===== src/rtl/risc_datapath.sv =====
// Datapath for the 8-bit accumulator CPU: PC, IR, AC, ALU, address mux and write-data drive.
// The phase controller drives the strobes; opcode and is_zero feed back to it.
module risc_datapath #(
    parameter int DATA_W = 8,
    parameter int OP_W   = 3,
    parameter int ADDR_W = 5
) (
    input  logic              clk,
    input  logic              rst,
    input  logic              sel,
    input  logic              ld_ir,
    input  logic              inc_pc,
    input  logic              ld_pc,
    input  logic              ld_ac,
    input  logic              data_e,
    input  logic              halt,
    input  logic [DATA_W-1:0] mem_rdata,
    output logic [ADDR_W-1:0] mem_addr,
    output logic [DATA_W-1:0] mem_wdata,
    output logic              mem_wdata_oe,
    output logic [OP_W-1:0]   opcode,
    output logic              is_zero,
    output logic              carry,
    output logic              halted
);

    localparam logic [OP_W-1:0] OP_ADD = OP_W'(3'b010);
    localparam logic [OP_W-1:0] OP_AND = OP_W'(3'b011);
    localparam logic [OP_W-1:0] OP_XOR = OP_W'(3'b100);
    localparam logic [OP_W-1:0] OP_LDA = OP_W'(3'b101);

    logic [ADDR_W-1:0] pc;
    logic [DATA_W-1:0] ir;
    logic [DATA_W-1:0] ac;
    logic [DATA_W-1:0] alu_res;
    logic [DATA_W:0]   sum;

    assign opcode       = ir[DATA_W-1 -: OP_W];
    assign mem_addr     = sel ? pc : ir[ADDR_W-1:0];
    assign is_zero      = (ac == '0);
    assign mem_wdata    = ac;
    assign mem_wdata_oe = data_e & ~halted;

    assign sum = {1'b0, ac} + {1'b0, mem_rdata};

    // HLT, SKZ, STO and JMP pass the accumulator through unchanged
    always_comb begin
        alu_res = ac;
        case (opcode)
            OP_ADD:  alu_res = sum[DATA_W-1:0];
            OP_AND:  alu_res = ac & mem_rdata;
            OP_XOR:  alu_res = ac ^ mem_rdata;
            OP_LDA:  alu_res = mem_rdata;
            default: alu_res = ac;
        endcase
    end

    // Strobes in the halt cycle still land; the freeze starts the cycle after
    always_ff @(posedge clk or negedge rst) begin
        if (!rst) begin
            pc     <= '0;
            ir     <= '0;
            ac     <= '0;
            carry  <= 1'b0;
            halted <= 1'b0;
        end else if (!halted) begin
            if (ld_ir)
                ir <= mem_rdata;
            if (ld_pc)
                pc <= ir[ADDR_W-1:0];
            else if (inc_pc)
                pc <= pc + ADDR_W'(1);
            if (ld_ac) begin
                ac <= alu_res;
                if (opcode == OP_ADD)
                    carry <= sum[DATA_W];
            end
            if (halt)
                halted <= 1'b1;
        end
    end

endmodule


===== config.mk =====
export PLATFORM = sky130hd
export DESIGN_NAME = risc_datapath
export DESIGN_NICKNAME = d
export VERILOG_FILES = /design/src/rtl/risc_datapath.sv
export SDC_FILE = /design/constraint.sdc
export NUM_CORES = 1
export LEC_CHECK = 0
export ABC_CLOCK_PERIOD_IN_PS = 2800
export CAP_MARGIN = 20
export CORE_MARGIN = 5
export CORE_UTILIZATION = 56
export CTS_BUF_LIST = sky130_fd_sc_hd__clkbuf_4
export DETAILED_ROUTE_END_ITERATION = 16
export MAX_ROUTING_LAYER = met4
export PLACE_DENSITY = 0.89
export SLEW_MARGIN = 20
export SYNTH_ARGS = -nofsm -noshare
export SYNTH_HDL_FRONTEND = slang
export SYNTH_SLANG_ARGS = --single-unit

===== constraint.sdc =====
create_clock -name clk -period 2.8 [get_ports clk]
set_input_delay 0.56 -clock clk [delete_from_list [all_inputs] [get_ports clk]]
set_output_delay 0.56 -clock clk [all_outputs]
set_load 0.1 [all_outputs]

==> results.tsv <==
stage	metric	value	unit
outcome	status	finished, final reports clean	
flow_run	max_cap_violations	0	
yosys	synth.distinct_cells	39	
floorplan	die_area	4180	sq um
floorplan	core-area	2810	sq um
pwr	powerDensity	610	nW/um^2
pwr	ir_drop	0.369	mV
yosys	synth_compound_area_share	19.1	%
detailed_routing	wl	4070	um
layout	seq_area	576	sq um
yosys	synth_top_area_share	34.4	%
sta	slew_headroom	56.3	%
setup_path	required	3030	ps
yosys	synth_area	1670	sq um
setup_path	critPathBufInv	1	
clocking	clockRootBuffer	clkbuf_4	
sta	period_share	86.9	%
setup_path	crit_chain	clkdlybuf4s50_1 > ha_1 > fa_1 > a211oi_1 > o21bai_1 > a21oi_2 > o21ai_0 > mux2_2	
hold_path	hold_path_class	input port to asynchronous set/reset pin	
placed_design	placed_cell_area	2050	sq um
clocking	clk_pin_slew	140	ps
yosys	netlist_top_cells_count	dfrtp_1, o21ai_0, a21oi_1, mux2_2, nor2_1	
sta	tns	0	ps
sta	hold_viol_final	0	
setup_path	cp_max_fo	4	
floorplan	floorplan.initialDensity	59.6	%
sta	tightest_slew	655	ps
clocking	tritoncts	done	
sta	skew	7.73	ps
clocking	cts_setup_buffers	0	
layout	fill_cells	203	
clocking	ctsHoldBuffers	0	
clocking	max-clock-path-buffers	2	
detailed_routing	vias	1527	
setup_path	r2r-end	carry$_DFFE_PN0P_	
yosys	synth_seq_cells	23	
yosys	synth-seq-area-share	34.4	%
yosys	synth_top_family_by_area	compound AO/OA/AOI/OAI gates	
yosys	synth_async_sr_flop_share	100	%
setup_path	criticalPathCategory	input port to flip-flop	
global_route	antenna_found_initial	0	
yosys	synthesis.nets	202	
yosys	synth.avg_cell_area	9.56	sq um
detailed_routing	drc	0	
clocking	clkSinkCount	23	
yosys	synth-simple-area-share	16.8	%
floorplan	die_y	64.7	um
setup_path	critical_path.startpoint_type	input port	
yosys	synth.area.top_cells	dfrtp_1, mux2_2, ha_1	
setup_path	critPathTopFamily	adder cells	
detailed_routing	wl_per_cell	17.2	um
yosys	synth_edf_count	0	
placed_design	numPortBuffers	36	
floorplan	fp.dieW	64.7	um
detailed_routing	vias_per_cell	6.44	
layout	multi_input_area	1010	sq um
yosys	yosys.area.top_type	dfrtp_1	
clocking	cts_buffers	3	
sta	rsz0062_at_grt	no	
placed_design	hpwlAfterDp	3130	um
placed_design	routabilityCongestion	0.920	
setup_path	cp.arrival	2670	ps
setup_path	cpPeakStageDelay	440	ps
yosys	synth_xor_area_share	2.09	%
detailed_routing	first_pass_iters	4	
setup_path	worst-r2r-cell-count	7	
setup_path	r2r-start	mem_wdata[0]$_DFFE_PN0P_	
global_route	grt_pass1_vias	1444	
detailed_routing	ant_nets	0	
layout	syn2layout_area_growth	24.1	%
global_route	grt_overflow	0	
layout	final_area	2080	sq um
yosys	postSynthCellCount	175	
yosys	synthAdderAreaFrac	7.93	%
sta	setup_viol	0	
clocking	h-tree-depth	1	
sta	fmax	411	MHz
setup_path	end_kind	flip-flop	
sta	post-route-worst-setup-slack	368	ps
pwr	p_leak	0.919	nW
placed_design	dp_slack	29.3	ps
yosys	synth_mux_area_share	14.1	%
layout	antenna_cells	0	
yosys	ys_warn_count	0	
yosys	ys.flop_type	dfrtp_1	
yosys	synth.most_common_cell	dfrtp_1	
detailed_routing	drt-initial-drc-count	108	
clocking	clk_latency	330	ps
setup_path	slowest_stage	clkdlybuf4s50_1	
floorplan	placement_rows	19	
global_route	grt_max_degree	24	
global_route	grt_usage	20.6	%
layout	final_layout_size_suffix_gt1_share	21.8	%
clocking	cts_resized	0	
layout	fin_nets	234	
sta	finalCriticalPeriod	2430	ps
setup_path	r2r_slack	590	ps
floorplan	io_pins	37	
sta	slew_viol_final	0	
global_route	grt_pass1_wl	6780	um
## where the power goes
group	internal [W]	total [W]	leakage [nW]	switching, W
logic	0.000228	0.000674	0.621	0.000446
registers	0.000371	0.000427	0.280	0.0000562
clock network	0.0000537	0.000165	0.0177	0.000111
total	0.000652	0.00127	0.919	0.000614
## area by class of cell
cell class	instances	area share, %
Clock buffer	3	1.08
Clock inverter	1	0.241
Tap cell	31	1.87
Inverter	3	0.542
Multi-Input combinational cell	138	48.6
Sequential cell	23	27.7
Timing Repair Buffer	38	19.9
## metrics by stage
| step | total power (W) | hold slack [ps] | utilization, % | std cells |
|---|---|---|---|---|
| 2_1_floorplan | 0.000933 | 264 | - | 175 |
| 3_3_place_gp | 0.00108 | 498 | 73.0 | 233 |
| 3_5_place_dp | 0.00110 | 525 | 73.0 | 233 |
| 4_1_cts | 0.00127 | 557 | 74.0 | 237 |
| 5_1_grt | 0.00134 | 581 | 74.0 | 237 |
| 6_report | 0.00127 | 556 | 74.0 | 237 |
## registers in the layout, summed over array words and instances, names as in the netlist
register and flops:
ir 8, mem_wdata 8, pc 5, carry 1, halted 1
## worst max path at each step
stage                                   startpoint                 to  slack, ps  cells after the start
after CTS                             mem_rdata[0]  carry$_DFFE_PN0P_        390                      8
after global routing                  mem_rdata[0]  carry$_DFFE_PN0P_        310                      8
after global placement                mem_rdata[0]  carry$_DFFE_PN0P_        120                      8
after detailed placement              mem_rdata[0]  carry$_DFFE_PN0P_         30                      8
final                                 mem_rdata[0]  carry$_DFFE_PN0P_        370                      8
after floorplan           mem_wdata[4]$_DFFE_PN0P_            is_zero         20                      2
## worst reg2reg max path, delay by kind of cell, from the launching register on
family / cells / cell delay, ps
adders and majority gates: 2 / 700
AOI/OAI and AO/OA: 4 / 690
DFF: 1 / 460
muxes: 1 / 270
## metal layers
layer | global-route usage [%] | share of wire (%) | wire length [um]
met1 | 27.1 | 44 | 1780
met2 | 32.1 | 47 | 1930
met3 | 2.76 | 6.3 | 255
met4 | 8.71 | 2.7 | 108
met5 | - | 0 | 0
## logic make-up (layout without fill, tap and decap cells)
group | Yosys count | in the layout
compound gates | 52 | 52
flops | 23 | 23
fa+ha+maj | 10 | 10
buf+inv | 14 | 45
simple gates | 50 | 50
xor+xnor | 4 | 4
mux | 22 | 22
## placed cells by master, fill, tap and decap left out, types with 4 or more instances in the layout
cell type / count
a211oi_1: 4
o21ai_0: 16
nor3_1: 4
buf_4: 15
clkdlybuf4s50_1: 16
a221oi_1: 4
mux2i_1: 9
nor2_1: 12
ha_1: 9
dfrtp_1: 23
a21oi_1: 14
nand2_1: 9
a21o_1: 4
mux2_2: 13
nor2b_1: 4
buf_12: 7
Note: power is estimated with default switching activity, not from simulation.
